--- config.mk ---
export PLATFORM = sky130hd
export DESIGN_NAME = sdram_request_arbiter
export DESIGN_NICKNAME = d
export VERILOG_FILES = /design/src/rtl/sdram_request_arbiter.sv
export SDC_FILE = /design/constraint.sdc
export NUM_CORES = 1
export LEC_CHECK = 0
export BUFFER_PORTS_ARGS = -buffer_cell sky130_fd_sc_hd__buf_2
export CORE_ASPECT_RATIO = 1.75
export CORE_MARGIN = 2
export CORE_UTILIZATION = 30
export CTS_CLUSTER_DIAMETER = 120
export DETAILED_ROUTE_END_ITERATION = 10
export HOLD_SLACK_MARGIN = 0.05
export PLACE_DENSITY_LB_ADDON = 0.2
export SETUP_SLACK_MARGIN = 0.1
export SYNTH_ARGS = -nofsm -noshare
export SYNTH_HDL_FRONTEND = slang
export SYNTH_SLANG_ARGS = --single-unit
--- constraint.sdc ---
create_clock -name clk -period 5.05 [get_ports clk]
set_input_delay 1.2625 -clock clk [delete_from_list [all_inputs] [get_ports clk]]
set_output_delay 1.2625 -clock clk [all_outputs]
set_load 0.005 [all_outputs]
--- src/rtl/sdram_request_arbiter.sv ---
// Serialises CPU read/write, PPU read and periodic refresh onto the one-command SDRAM controller port.
// IDLE selects work (urgent refresh > PPU > CPU > refresh), CMD pulses one mc_* line, WAIT holds until mc_busy drops.
module sdram_request_arbiter #(
    parameter int REFRESH_INTERVAL = 160,
    parameter int REFRESH_URGENT   = 64
) (
    input  logic        clk,
    input  logic        reset,
    input  logic        cpu_rd,
    input  logic        cpu_wr,
    input  logic [21:0] cpu_addr,
    input  logic [7:0]  cpu_din,
    output logic [7:0]  cpu_dout,
    output logic        cpu_done,
    input  logic        ppu_rd,
    input  logic [21:0] ppu_addr,
    output logic [7:0]  ppu_dout,
    output logic        ppu_done,
    output logic        mc_read_a,
    output logic        mc_read_b,
    output logic        mc_write,
    output logic        mc_refresh,
    output logic [21:0] mc_addr,
    output logic [7:0]  mc_din,
    input  logic [7:0]  mc_dout_a,
    input  logic [7:0]  mc_dout_b,
    input  logic        mc_busy,
    output logic        overrun,
    output logic        refresh_miss
);
    localparam int CW = $clog2(REFRESH_INTERVAL + 1);
    localparam int AW = $clog2(REFRESH_URGENT + 1);

    typedef enum logic [1:0] {S_IDLE, S_CMD, S_WAIT} state_t;
    typedef enum logic [1:0] {C_CPU_RD, C_CPU_WR, C_PPU_RD, C_REFRESH} cmd_t;

    state_t      state_q, state_d;
    cmd_t        cmd_q, cmd_d;
    logic [21:0] mc_addr_q, mc_addr_d;
    logic [7:0]  mc_din_q, mc_din_d;
    logic        cpu_vld_q, cpu_vld_d, cpu_op_wr_q, cpu_op_wr_d;
    logic [21:0] cpu_addr_q, cpu_addr_d;
    logic [7:0]  cpu_din_q, cpu_din_d;
    logic        ppu_vld_q, ppu_vld_d;
    logic [21:0] ppu_addr_q, ppu_addr_d;
    logic [CW-1:0] ref_cnt_q, ref_cnt_d;
    logic [1:0]  owed_q, owed_d;
    logic [AW-1:0] age_q, age_d;
    logic [7:0]  cpu_dout_q, cpu_dout_d, ppu_dout_q, ppu_dout_d;
    logic        cpu_done_q, cpu_done_d, ppu_done_q, ppu_done_d;
    logic        overrun_q, overrun_d, refresh_miss_q, refresh_miss_d;
    logic        tick, cpu_req, cpu_clr, ppu_clr, ref_dec;

    always_comb begin
        state_d        = state_q;
        cmd_d          = cmd_q;
        mc_addr_d      = mc_addr_q;
        mc_din_d       = mc_din_q;
        cpu_vld_d      = cpu_vld_q;
        cpu_op_wr_d    = cpu_op_wr_q;
        cpu_addr_d     = cpu_addr_q;
        cpu_din_d      = cpu_din_q;
        ppu_vld_d      = ppu_vld_q;
        ppu_addr_d     = ppu_addr_q;
        owed_d         = owed_q;
        age_d          = age_q;
        cpu_dout_d     = cpu_dout_q;
        ppu_dout_d     = ppu_dout_q;
        cpu_done_d     = 1'b0;
        ppu_done_d     = 1'b0;
        overrun_d      = overrun_q;
        refresh_miss_d = refresh_miss_q;
        cpu_clr        = 1'b0;
        ppu_clr        = 1'b0;
        ref_dec        = 1'b0;
        cpu_req        = cpu_rd | cpu_wr;
        tick           = (ref_cnt_q == CW'(REFRESH_INTERVAL - 1));
        ref_cnt_d      = tick ? '0 : ref_cnt_q + CW'(1);

        case (state_q)
            S_IDLE: begin
                if (!mc_busy && (cpu_vld_q || ppu_vld_q || owed_q != 2'd0)) begin
                    state_d = S_CMD;
                    if (owed_q != 2'd0 && age_q >= AW'(REFRESH_URGENT)) begin
                        cmd_d = C_REFRESH;
                    end else if (ppu_vld_q) begin
                        cmd_d     = C_PPU_RD;
                        mc_addr_d = ppu_addr_q;
                    end else if (cpu_vld_q) begin
                        cmd_d     = cpu_op_wr_q ? C_CPU_WR : C_CPU_RD;
                        mc_addr_d = cpu_addr_q;
                        mc_din_d  = cpu_din_q;
                    end else begin
                        cmd_d = C_REFRESH;
                    end
                end
            end
            S_CMD: state_d = S_WAIT;
            S_WAIT: begin
                if (!mc_busy) begin
                    state_d = S_IDLE;
                    case (cmd_q)
                        C_CPU_RD: begin
                            cpu_dout_d = mc_dout_a;
                            cpu_done_d = 1'b1;
                            cpu_clr    = 1'b1;
                        end
                        C_CPU_WR: begin
                            cpu_done_d = 1'b1;
                            cpu_clr    = 1'b1;
                        end
                        C_PPU_RD: begin
                            ppu_dout_d = mc_dout_b;
                            ppu_done_d = 1'b1;
                            ppu_clr    = 1'b1;
                        end
                        default: ref_dec = 1'b1;
                    endcase
                end
            end
            default: state_d = S_IDLE;
        endcase

        // A request landing on the edge that frees its slot is taken, not counted as overrun.
        if (cpu_clr) cpu_vld_d = 1'b0;
        if (cpu_req) begin
            if (!cpu_vld_q || cpu_clr) begin
                cpu_vld_d   = 1'b1;
                cpu_op_wr_d = cpu_wr;
                cpu_addr_d  = cpu_addr;
                cpu_din_d   = cpu_din;
            end else begin
                overrun_d = 1'b1;
            end
        end
        if (ppu_clr) ppu_vld_d = 1'b0;
        if (ppu_rd) begin
            if (!ppu_vld_q || ppu_clr) begin
                ppu_vld_d  = 1'b1;
                ppu_addr_d = ppu_addr;
            end else begin
                overrun_d = 1'b1;
            end
        end

        if (tick && !ref_dec) begin
            if (owed_q == 2'd3) refresh_miss_d = 1'b1;
            else owed_d = owed_q + 2'd1;
        end else if (!tick && ref_dec) begin
            owed_d = owed_q - 2'd1;
        end

        if (state_q == S_CMD && cmd_q == C_REFRESH) age_d = '0;
        else if (owed_q != 2'd0 && age_q != {AW{1'b1}}) age_d = age_q + AW'(1);
    end

    always_ff @(posedge clk) begin
        if (reset) begin
            state_q        <= S_IDLE;
            cmd_q          <= C_CPU_RD;
            mc_addr_q      <= '0;
            mc_din_q       <= '0;
            cpu_vld_q      <= 1'b0;
            cpu_op_wr_q    <= 1'b0;
            cpu_addr_q     <= '0;
            cpu_din_q      <= '0;
            ppu_vld_q      <= 1'b0;
            ppu_addr_q     <= '0;
            ref_cnt_q      <= '0;
            owed_q         <= '0;
            age_q          <= '0;
            cpu_dout_q     <= '0;
            ppu_dout_q     <= '0;
            cpu_done_q     <= 1'b0;
            ppu_done_q     <= 1'b0;
            overrun_q      <= 1'b0;
            refresh_miss_q <= 1'b0;
        end else begin
            state_q        <= state_d;
            cmd_q          <= cmd_d;
            mc_addr_q      <= mc_addr_d;
            mc_din_q       <= mc_din_d;
            cpu_vld_q      <= cpu_vld_d;
            cpu_op_wr_q    <= cpu_op_wr_d;
            cpu_addr_q     <= cpu_addr_d;
            cpu_din_q      <= cpu_din_d;
            ppu_vld_q      <= ppu_vld_d;
            ppu_addr_q     <= ppu_addr_d;
            ref_cnt_q      <= ref_cnt_d;
            owed_q         <= owed_d;
            age_q          <= age_d;
            cpu_dout_q     <= cpu_dout_d;
            ppu_dout_q     <= ppu_dout_d;
            cpu_done_q     <= cpu_done_d;
            ppu_done_q     <= ppu_done_d;
            overrun_q      <= overrun_d;
            refresh_miss_q <= refresh_miss_d;
        end
    end

    assign mc_read_a    = (state_q == S_CMD) && (cmd_q == C_CPU_RD);
    assign mc_write     = (state_q == S_CMD) && (cmd_q == C_CPU_WR);
    assign mc_read_b    = (state_q == S_CMD) && (cmd_q == C_PPU_RD);
    assign mc_refresh   = (state_q == S_CMD) && (cmd_q == C_REFRESH);
    assign mc_addr      = mc_addr_q;
    assign mc_din       = mc_din_q;
    assign cpu_dout     = cpu_dout_q;
    assign ppu_dout     = ppu_dout_q;
    assign cpu_done     = cpu_done_q;
    assign ppu_done     = ppu_done_q;
    assign overrun      = overrun_q;
    assign refresh_miss = refresh_miss_q;
endmodule

==> metrics.md, run 1 <==
| Metric | Value |
|---|---|
| Nature of the critical path endpoint | register |
| Crit-path max FO | 16 |
| Hold_buf cts | 0 |
| Pin count of the biggest net entering global routing | 104 |
| Initial Util | 30.5% |
| Post-synth EDFFs | 0 |
| Worst skew pair latency | 0.40 ns |
| DR vias/cell | 4.54 |
| DRC | 0 |
| Placed cells | 846 |
| Vias in the first global route | 3970 |
| Final Slew Violations | 0 |
| H-Tree Depth | 4 |
| Initial antenna violation count | 0 |
| Kind of critical path | in2reg |
| Drt first pass iters | 4 |
| I/O Buffers | 127 |
| CTS buffer count | 17 |
| Worst min path class | reg2reg |
| Cell with the most instances after synthesis | dfxtp_1 |
| Core box area | 16900 sq um |
| Synthesized Nets | 601 |
| Synthesized area | 5140 sq um |
| #FFs+latches synth | 126 |
| Leading area contributor after synthesis | dfxtp_1 |
| Global placement routability congestion | 0.717 |
| Global-route wire length before repair | 19200 microns |
| Yosys cell types | 48 |
| Critical-path cell list | buf_2 -> or4b_4 -> a21oi_4 -> buf_4 -> mux2i_1 -> nor2_1 |
| Antenna-violating nets left | 0 |
| Number of setup violations in the final report | 0 |
| GRT Overall Usage | 13.5% |
| Share of cells above drive strength 1 | 26.1% |
| Asr flop ratio synth | 0% |
| Main area contributors after synthesis | dfxtp_1 49%, mux2i_1 18%, nor2_1 6.4%, nand2b_1 5.7%, a211oi_1 3.4% |
| Clock Sinks | 126 |
| Rel. slew slack | 34.0% |
| Worst EP required | 5.30 ns |
| Die footprint | 18300 sq um |
| Placed inst area | 5890 sq um |
| Final WL | 12100 microns |
| Clock slew at reported path FFs | 0.06 ns |
| Measured slew at the worst slew-check pin | 0.990 ns |
| Cell row count | 63 |
| Drt initial violations | 97 |
| Syn Area/Cell | 9.80 sq um |
| Startpoint types | input port |
| F_max | 335 MHz |
| Setup bufs post-CTS | 0 |
| Root Driver | clkbuf_16 |
| Slack of the critical path | 2.07 ns |
| Max-cap violations | 0 |
| Die width | 103 microns |
| Clk_skew | 0.00930 ns |
| Total global routing overflow | 0 |
| CP arrival | 3.24 ns |
| CTS resizes | 0 |
| Gate Count Post-Synth | 525 |
| Power per cell area | 393 nW/um^2 |
| RSZ-0062 raised after global routing | false |
| Sequential area share after synthesis | 49.0% |
| Ant diodes | 0 |
| Post-synth top flop | dfxtp_1 |
| TNS Setup | 0 ns |
| Synth warnings | 0 |
| Layout Cell Area excl Fill | 6500 sq um |
| Final period utilization | 59.1% |
| # nets final | 714 |
| Status | finished clean |
| Die H | 177 microns |
| Slowest CP cell | a21oi_4 |
| Worst path buffer plus inverter count | 2 |
| Final core occ | 38.6% |
| Delay-heaviest family, CP | compound AO/OA/AOI/OAI gates |
| Vias | 3988 |
| Setup WS pre-CTS | 1.62 ns |
| Max VDD drop | 0.211 mV |
| CTS tree | yes |
| Crit path largest cell delay | 0.62 ns |
| Clk buf depth | 2 |
| Most frequent cells after synthesis | 126 x dfxtp_1, 92 x mux2i_1, 88 x nor2_1 |
| HPWL after detailed placement | 8520 microns |
| IO Pins | 128 |
| Final hold vios | 0 |
| Synth-to-Final Area Change | 26.4% |
| Tmin final | 2.98 ns |
| Drt wl/cell | 13.7 microns |
| Leakage power | 2.90 nW |
| Top-area cell type share of the netlist area | 49.0% |
| Finished Layout Cells | 878 |
## power by group
group / total, mW / switching (mW) / internal [mW]
sequential: 1.09 / 0.0404 / 1.05
combinational: 0.217 / 0.108 / 0.109
clock: 1.25 / 0.466 / 0.783
total: 2.55 / 0.614 / 1.94
## cells in the final DEF (no fill, tap or decap), types with 3 or more instances in the layout
master | netlist | final
nor2_1 | 88 | 88
xnor2_1 | 3 | 3
and3_1 | 4 | 4
buf_2 | 7 | 126
mux2i_1 | 92 | 92
buf_4 | 2 | 4
nor3_1 | 11 | 11
clkinvlp_4 | 0 | 3
a21oi_1 | 18 | 18
o21ai_0 | 4 | 4
inv_6 | 0 | 4
nand2_1 | 25 | 25
bufinv_16 | 0 | 3
nand2b_1 | 47 | 47
xor2_1 | 3 | 3
nor2b_1 | 4 | 4
clkbuf_16 | 0 | 17
clkinv_4 | 0 | 3
dfxtp_1 | 126 | 125
a211oi_1 | 23 | 23
nand3_1 | 4 | 4
## cells by family (layout without fill, tap and decap cells)
family	after synthesis	in the layout	synth area share [%]
AOI/OAI and AO/OA	60	60	8.12
xor gates and xnor gates	6	6	1.02
adders and majority gates	2	2	0.486
buffers and inverters	38	164	4.18
DFF	126	126	49.0
muxes	92	92	17.9
and+or+nand+nor	201	201	19.3
## state kept, by name (all words and copies together), names as in the netlist, 7 cells and up
signal      cells
cpu_din_q       8
age_q           7
ref_cnt_q       8
cpu_dout        8
ppu_dout        8
ppu_addr_q     22
mc_addr        22
cpu_addr_q     22
mc_din          8
## per-layer routing
layer | vias to the layer above | routed length [microns] | track usage [%]
met5 | - | 0 | 0
met4 | 0 | 129 | 5.04
met3 | 6 | 457 | 3.20
met2 | 93 | 6490 | 24.4
met1 | 1863 | 5000 | 14.9
li1 | 2026 | - | -
## final timing paths
path | slack, ns | to | start | cells past startpoint
worst max-delay path | 2.07 | cpu_addr_q[4] | mc_busy | 6
worst min-delay path | 0.45 | ppu_dout[7] | ppu_dout[7] | 2
worst max register to register | 2.57 | cpu_addr_q[4] | state_q[1] | 5
worst min register to register | 0.45 | ppu_dout[7] | ppu_dout[7] | 2
## tightest hold or removal path: cells and delay by family (launching register included)
family	cells	cell delay (ns)
compound gates	1	0.05
flops	1	0.30
simple gates	1	0.05
## cell type report
type,count,area (sq um)
Sequential cell,126,2520
Clock inverter,15,184
Inverter,2,7.51
Timing Repair Buffer,130,661
Multi-Input combinational cell,361,2420
Clock buffer,17,425
Tap cell,227,284
Fill cell,1750,10400
## stage by stage
stage | hold slack [ns] | power, mW
5_1_grt | 0.483 | 2.67
4_1_cts | 0.453 | 2.60
2_1_floorplan | 0.433 | 1.25
6_report | 0.451 | 2.55
3_3_place_gp | 0.444 | 1.33
3_5_place_dp | 0.445 | 1.33
Power figures use the tool's default switching activity.
==> run 2: changes to the inputs <==
==> constraint.sdc (replaced) <==
create_clock -name clk -period 2.4 [get_ports clk]
set_input_delay 0.6 -clock clk [delete_from_list [all_inputs] [get_ports clk]]
set_output_delay 0.6 -clock clk [all_outputs]
set_load 0.005 [all_outputs]
==> run 2 against run 1 <==
Effect of this change:
- total power grew 120%
- global-route usage grew 0.40 points
- register-to-register slack lost 2.0 ns
- utilization grew 0.76 points
- worst setup slack lost 1.6 ns
- first-iteration DRC count grew 32%
- via count grew 0.75%
- final cell count grew 0.57%
- clock-buffer cell count grew 3
- non-clock buffer count grew 5
- critical endpoint is now mc_write
- highest routed layer unchanged
==> metrics.md, run 2 (synthesized netlist as in run 1, its figures left out) <==
| Metric | Value |
|---|---|
| Status | finished clean |
| Clk buf depth | 2 (unchanged) |
| Antenna-violating nets left | 0 (unchanged) |
| Vias | 4018 (+0.75%) |
| Synth-to-Final Area Change | 28.9% |
| Initial Util | 30.5% (unchanged) |
| Nature of the critical path endpoint | primary output |
| Drt first pass iters | 4 (unchanged) |
| Global placement routability congestion | 0.733 (+2.2%) |
| Startpoint types | register |
| Placed inst area | 5980 sq um (+1.5%) |
| Drt initial violations | 128 (+32%) |
| # nets final | 719 (+0.70%) |
| F_max | 516 MHz |
| Die width | 103 microns (unchanged) |
| HPWL after detailed placement | 8390 microns (-1.5%) |
| Die footprint | 18300 sq um (unchanged) |
| Finished Layout Cells | 883 (+0.57%) |
| Setup WS pre-CTS | 0.266 ns (-1.36 ns) |
| Power per cell area | 834 nW/um^2 (+110%) |
| Final period utilization | 80.7% |
| Measured slew at the worst slew-check pin | 0.536 ns (-0.454 ns) |
| Most frequent cells in the layout | 126 x buf_2, 125 x dfxtp_1, 92 x mux2i_1 |
| TNS Setup | 0 ns (unchanged) |
| Pin count of the biggest net entering global routing | 64 (-38%) |
| Ant diodes | 0 (unchanged) |
| Setup bufs post-CTS | 0 (unchanged) |
| WHS | 0.428 ns (-0.0238 ns) |
| Max VDD drop | 0.470 mV (+120%) |
| Clk_skew | 0.00807 ns (-0.00122 ns) |
| Vias in the first global route | 4170 (+5.0%) |
| Root Driver | clkbuf_16 |
| Max-cap violations | 0 (unchanged) |
| CTS resizes | 0 (unchanged) |
| Worst skew pair latency | 0.40 ns (about the same) |
| Cell row count | 63 (unchanged) |
| Crit-path max FO | 9 (-7) |
| Core box area | 16900 sq um (unchanged) |
| Hold_buf cts | 0 (unchanged) |
| H-Tree Depth | 4 (unchanged) |
| Die H | 177 microns (unchanged) |
| GRT Overall Usage | 13.9% (+0.40 points) |
| Placed cells | 851 (+0.59%) |
| P_int | 4.28 mW (+120%) |
| Clock Sinks | 126 (unchanged) |
| Final hold vios | 0 (unchanged) |
| Tmin final | 1.94 ns |
| Rel. slew slack | 64.2% (+30 points) |
| Global-route wire length before repair | 19800 microns (+3.3%) |
| Share of cells above drive strength 1 | 26.7% (+0.56 points) |
| Final core occ | 39.3% (+0.76 points) |
| RSZ-0062 raised after global routing | false |
| Kind of critical path | reg2out |
| Final WL | 11900 microns (-1.1%) |
| Number of setup violations in the final report | 0 (unchanged) |
| Switch share | 22.6% (-1.4 points) |
| DRC | 0 (unchanged) |
| Psw | 1.25 mW (+100%) |
| Most common cell after layout, fill and taps aside | buf_2 |
| DR vias/cell | 4.55 (+0.18%) |
| Slack of the critical path | 0.463 ns (-1.60 ns) |
| Drt wl/cell | 13.5 microns (-1.6%) |
| CTS tree | yes |
| Layout Cell Area excl Fill | 6630 sq um (+2.0%) |
| Clock slew at reported path FFs | 0.06 ns (about the same) |
| FILL cells | 1742 (-0.46%) |
| Worst EP required | 1.80 ns (-3.50 ns) |
| Total global routing overflow | 0 (unchanged) |
| Final Slew Violations | 0 (unchanged) |
| CP arrival | 1.34 ns (-1.90 ns) |
| Clock power frac | 50.0% (+1.1 points) |
| I/O Buffers | 127 (unchanged) |
| Leakage power | 2.96 nW (+2.0%) |
| IO Pins | 128 (unchanged) |
| Initial antenna violation count | 0 (unchanged) |
| Seq pwr share | 41.3% (-1.3 points) |
| Worst min path class | in2reg |
| Power Total | 5.53 mW (+120%) |
| Combinational power share | 8.7% (+0.2 points) |
| CTS buffer count | 17 (unchanged) |
[run 2: path summary, 6_finish.rpt]
check	start	end	slack (ns)	depth (start not counted)
setup / recovery	state_q[1]	mc_write	0.46	3
hold / removal	mc_dout_a[0]	cpu_dout[0]	0.43	3
setup reg to reg	state_q[1]	cpu_addr_q[8]	0.54	5
hold reg to reg	ppu_dout[7]	ppu_dout[7]	0.45	2
[run 2: final cells by class]
class	instances	area [sq um]	share of cell area (%)
Inverter	2	7.51	0.113
Sequential cell	126	2520	38.1
Clock inverter	12	183	2.75
Timing Repair Buffer	135	748	11.3
Tap cell	227	284	4.28
Multi-Input combinational cell	361	2420	36.5
Clock buffer	20	467	7.04
[run 2: power groups by stage]
stage / logic (mW) / registers [mW] / clock network [mW]
CTS: 0.495 / 2.28 / 2.85
global placement: 0.486 / 2.32 / 0
global route: 0.547 / 2.30 / 2.95
detailed placement: 0.494 / 2.33 / 0
floorplan: 0.337 / 2.30 / 0
finish: 0.482 / 2.28 / 2.77
[run 2: routing by layer]
metal	part of all wire (%)	up-vias	wire [microns]	track usage, %
met2	53	95	6370	25.0
met1	41	1871	4880	15.5
met4	1.1	0	127	4.55
met5	0	-	0	0
li1	-	2044	-	-
met3	4.7	8	558	3.71
[run 2: worst max-delay path, cell delays in order, from the launching register on]
cell and delay, ns:
dfxtp_1 0.38, nand2b_1 0.20, nor3b_1 0.22, buf_2 0.15
==> run 3: changes to the inputs <==
--- a/config.mk
+++ b/config.mk
@@ -5,6 +5,7 @@
 export SDC_FILE = /design/constraint.sdc
 export NUM_CORES = 1
 export LEC_CHECK = 0
+export ABC_AREA = 1
 export BUFFER_PORTS_ARGS = -buffer_cell sky130_fd_sc_hd__buf_2
 export CORE_ASPECT_RATIO = 1.75
 export CORE_MARGIN = 2
==> constraint.sdc (replaced) <==
create_clock -name clk -period 1.6 [get_ports clk]
set_input_delay 0.4 -clock clk [delete_from_list [all_inputs] [get_ports clk]]
set_output_delay 0.4 -clock clk [all_outputs]
set_load 0.005 [all_outputs]
==> run 3 against run 2 <==
Effect of this change:
- the flow now finishes with violations (negative setup slack)
- first-iteration DRC count shrank 2.3%
- worst setup slack got worse by 0.48 ns
- total power rose by 50%
- area after synthesis grew 5.2%
- register-to-register slack got worse by 0.49 ns
- via count up 28%
- clock skew increased by 0.0031 ns
- clock power grew 31%
- global-route usage up 2.2 points
- cell area increased by 12%
- critical path depth unchanged
- die area increased by 5.1%
- critical path type unchanged
==> metrics.md, run 3 <==
| Metric | Value |
|---|---|
| Status | complete, but fails checks |
| Violated checks | negative setup slack |
| Crit path largest cell delay | 0.42 ns (+0.04 ns) |
| Clock slew at reported path FFs | 0.06 ns (about the same) |
| Leakage power | 3.47 nW (+17%) |
| Asr flop ratio synth | 0% (unchanged) |
| Total global routing overflow | 0 (unchanged) |
| DRC | 0 (unchanged) |
| Root Driver | clkbuf_16 |
| Post-synth top flop | dfxtp_1 |
| Final WL | 16000 microns (+34%) |
| RSZ-0062 raised after global routing | true |
| Synthesized Nets | 817 (+36%) |
| Most common cell after layout, fill and taps aside | nor2_1 |
| Syn Area/Cell | 7.31 sq um (-25%) |
| Final core occ | 41.5% (+2.2 points) |
| Synth-to-Final Area Change | 37.1% |
| Most frequent cells in the layout | 170 x nor2_1, 130 x nand2_1, 127 x buf_2 |
| Power per cell area | 1110 nW/um^2 (+34%) |
| Cell row count | 65 (+3.2%) |
| Clk buf depth | 2 (unchanged) |
| Slack of the critical path | -0.0151 ns (-0.478 ns) |
| Synthesized area | 5410 sq um (+5.2%) |
| Final period utilization | 101% |
| GR Layer Usage met3 | 3.55% (-0.16 points) |
| Worst min path class | in2reg |
| Main area contributors after synthesis | dfxtp_1 47%, nor2_1 12%, nand2_1 9.2%, o21ai_0 4.3%, inv_1 3.6% |
| Die width | 106 microns (+2.5%) |
| Max VDD drop | 0.704 mV (+50%) |
| Global-route wire length before repair | 24500 microns (+23%) |
| HP Start | mc_dout_a[6] |
| Die footprint | 19200 sq um (+5.1%) |
| Max-cap violations | 0 (unchanged) |
| I/O Buffers | 127 (unchanged) |
| GRT Overall Usage | 16.1% (+2.2 points) |
| Kind of critical path | reg2out |
| Top Usage Layer GRT | met2 |
| Met2 Resource Use GR | 29.9% (+4.9 points) |
| F_max | 619 MHz |
| Most frequent cells after synthesis | 179 x nor2_1, 132 x nand2_1, 126 x dfxtp_1 |
| FILL cells | 1933 (+11%) |
| IO Pins | 128 (unchanged) |
| Vias in the first global route | 4911 (+18%) |
| Slowest CP cell | dfxtp_4 |
| Drt initial violations | 125 (-2.3%) |
| Hold_buf cts | 0 (unchanged) |
| Share of cells above drive strength 1 | 32.2% (+5.5 points) |
| Final hold vios | 0 (unchanged) |
| Final Slew Violations | 0 (unchanged) |
| Reg2Reg Setup Slack | 0.05 ns (-0.49 ns) |
| Crit-path max FO | 8 (-1) |
| Measured slew at the worst slew-check pin | 0.287 ns (-0.248 ns) |
| WHS | 0.199 ns (-0.228 ns) |
| HPWL after detailed placement | 10600 microns (+26%) |
| Die H | 182 microns (+2.5%) |
| Sequential area share after synthesis | 46.6% (-2.4 points) |
| Post-synth EDFFs | 0 (unchanged) |
| H-Tree Depth | 4 (unchanged) |
| Clock Sinks | 126 (unchanged) |
| Met1 usage | 17.8% (+2.3 points) |
| Synth warnings | 0 (unchanged) |
| RR Endpoint | ppu_addr_q[14] |
| Rel. slew slack | 80.8% (+17 points) |
| DR vias/cell | 4.52 (-0.65%) |
| Initial Util | 30.3% (-0.24 points) |
| Top-area cell type share of the netlist area | 46.6% (-2.4 points) |
| Yosys cell types | 30 (-38%) |
| Antenna-violating nets left | 0 (unchanged) |
| FF-to-FF Start | state_q[0] |
| Tmin final | 1.62 ns |
| Leading area contributor after synthesis | dfxtp_1 |
| Nature of the critical path endpoint | primary output |
| Critical-path cell list | nand2_1 -> nor2_4 -> buf_2 |
| Clk_skew | 0.0111 ns (+0.00306 ns) |
| CP arrival | 1.22 ns (-0.12 ns) |
| Drt wl/cell | 14.1 microns (+4.5%) |
| R2R depth | 11 (+6) |
| Drt first pass iters | 4 (unchanged) |
| Ant diodes | 0 (unchanged) |
| Core box area | 17900 sq um (+6.1%) |
| Initial antenna violation count | 2 (+2) |
| Vias | 5131 (+28%) |
| Register area | 2540 sq um (+0.50%) |
| #FFs+latches synth | 126 (unchanged) |
| Worst skew pair latency | 0.41 ns (about the same) |
| # nets final | 965 (+34%) |
| Gate Count Post-Synth | 741 (+41%) |
| Area of the multi-input gates | 2600 sq um (+7.4%) |
| WHS Path Cells | 3 (unchanged) |
| Startpoint types | register |
| Worst Hold End | cpu_dout[6] |
| Pin count of the biggest net entering global routing | 45 (-30%) |
| CTS buffer count | 17 (unchanged) |
| Global placement routability congestion | 0.791 (+7.9%) |
| CTS tree | yes |
| Worst EP required | 1.20 ns (-0.60 ns) |
| Number of setup violations in the final report | 1 (+1) |
| Cell with the most instances after synthesis | nor2_1 |
-- run 3: worst max-delay path by stage --
stage / start / endpoint / slack [ns] / cells after the start
finish: cmd_q[1] / mc_refresh / -0.02 / 3
global route: state_q[0] / cpu_dout[0] / -0.08 / 9
CTS: state_q[0] / mc_read_a / -0.07 / 5
detailed placement: mc_busy / cpu_addr_q[4] / -0.02 / 8
global placement: mc_busy / cpu_addr_q[19] / 0.02 / 8
floorplan: age_q[0] / age_q[1] / 0.30 / 8
-- run 3: critical path, delay by kind of cell, from the launching register on --
family / cells / cell delay, ns
buffers and inverters: 1 / 0.12
flip-flops: 1 / 0.42
AND/OR/NAND/NOR: 2 / 0.26
-- run 3: metal layers --
layer / vias to the layer above / wire length [microns] / part of all wire, %
li1: 2660 / - / -
met4: 0 / 336 / 2.1
met5: - / 0 / 0
met2: 105 / 8840 / 55
met3: 24 / 619 / 3.9
met1: 2342 / 6250 / 39
-- run 3: kinds of logic after synthesis --
group / after synthesis / share of synthesized area (%)
AND/OR/NAND/NOR: 411 / 33.9
flip-flops: 126 / 46.6
AO/OA/AOI/OAI: 100 / 9.29
buffers and inverters: 96 / 8.74
XOR/XNOR: 6 / 0.971
adder cells (fa/ha/maj): 2 / 0.462
-- run 3: layout make-up --
cell class	count	area share, %
Clock buffer	18	5.92
Clock inverter	13	1.60
Inverter	58	3.34
Multi-Input combinational cell	520	35.0
Sequential cell	126	34.2
Tap cell	234	3.94
Timing Repair Buffer	166	16.0
-- run 3: metrics by stage --
step | setup slack, ns | cell area (sq um) | cells | TNS [ns] | power (mW)
after floorplan | 0.300 | 5410 | 741 | 0 | 4.14
after global placement | 0.0247 | 6360 | 1085 | 0 | 4.49
after detailed placement | -0.0170 | 6360 | 1085 | -0.0233 | 4.50
after CTS | -0.0733 | 7010 | 1118 | -0.177 | 8.18
after global routing | -0.0837 | 7420 | 1135 | -1.13 | 8.66
final | -0.0151 | 7420 | 1135 | -0.0151 | 8.27
-- run 3: power by group --
group	total [mW]	switching, mW	leakage, nW	internal, mW
sequential	3.47	0.118	1.04	3.35
combinational	1.16	0.644	2.16	0.520
clock	3.64	1.47	0.276	2.17
total	8.27	2.23	3.47	6.04
-- run 3: timing repair --
action,4_1_cts,5_1_grt
gates cloned,0,8
hold endpoints to repair,0,0
setup buffers,2,9
resized for setup,25,62
setup endpoints to repair,17,72
pin swaps,3,25
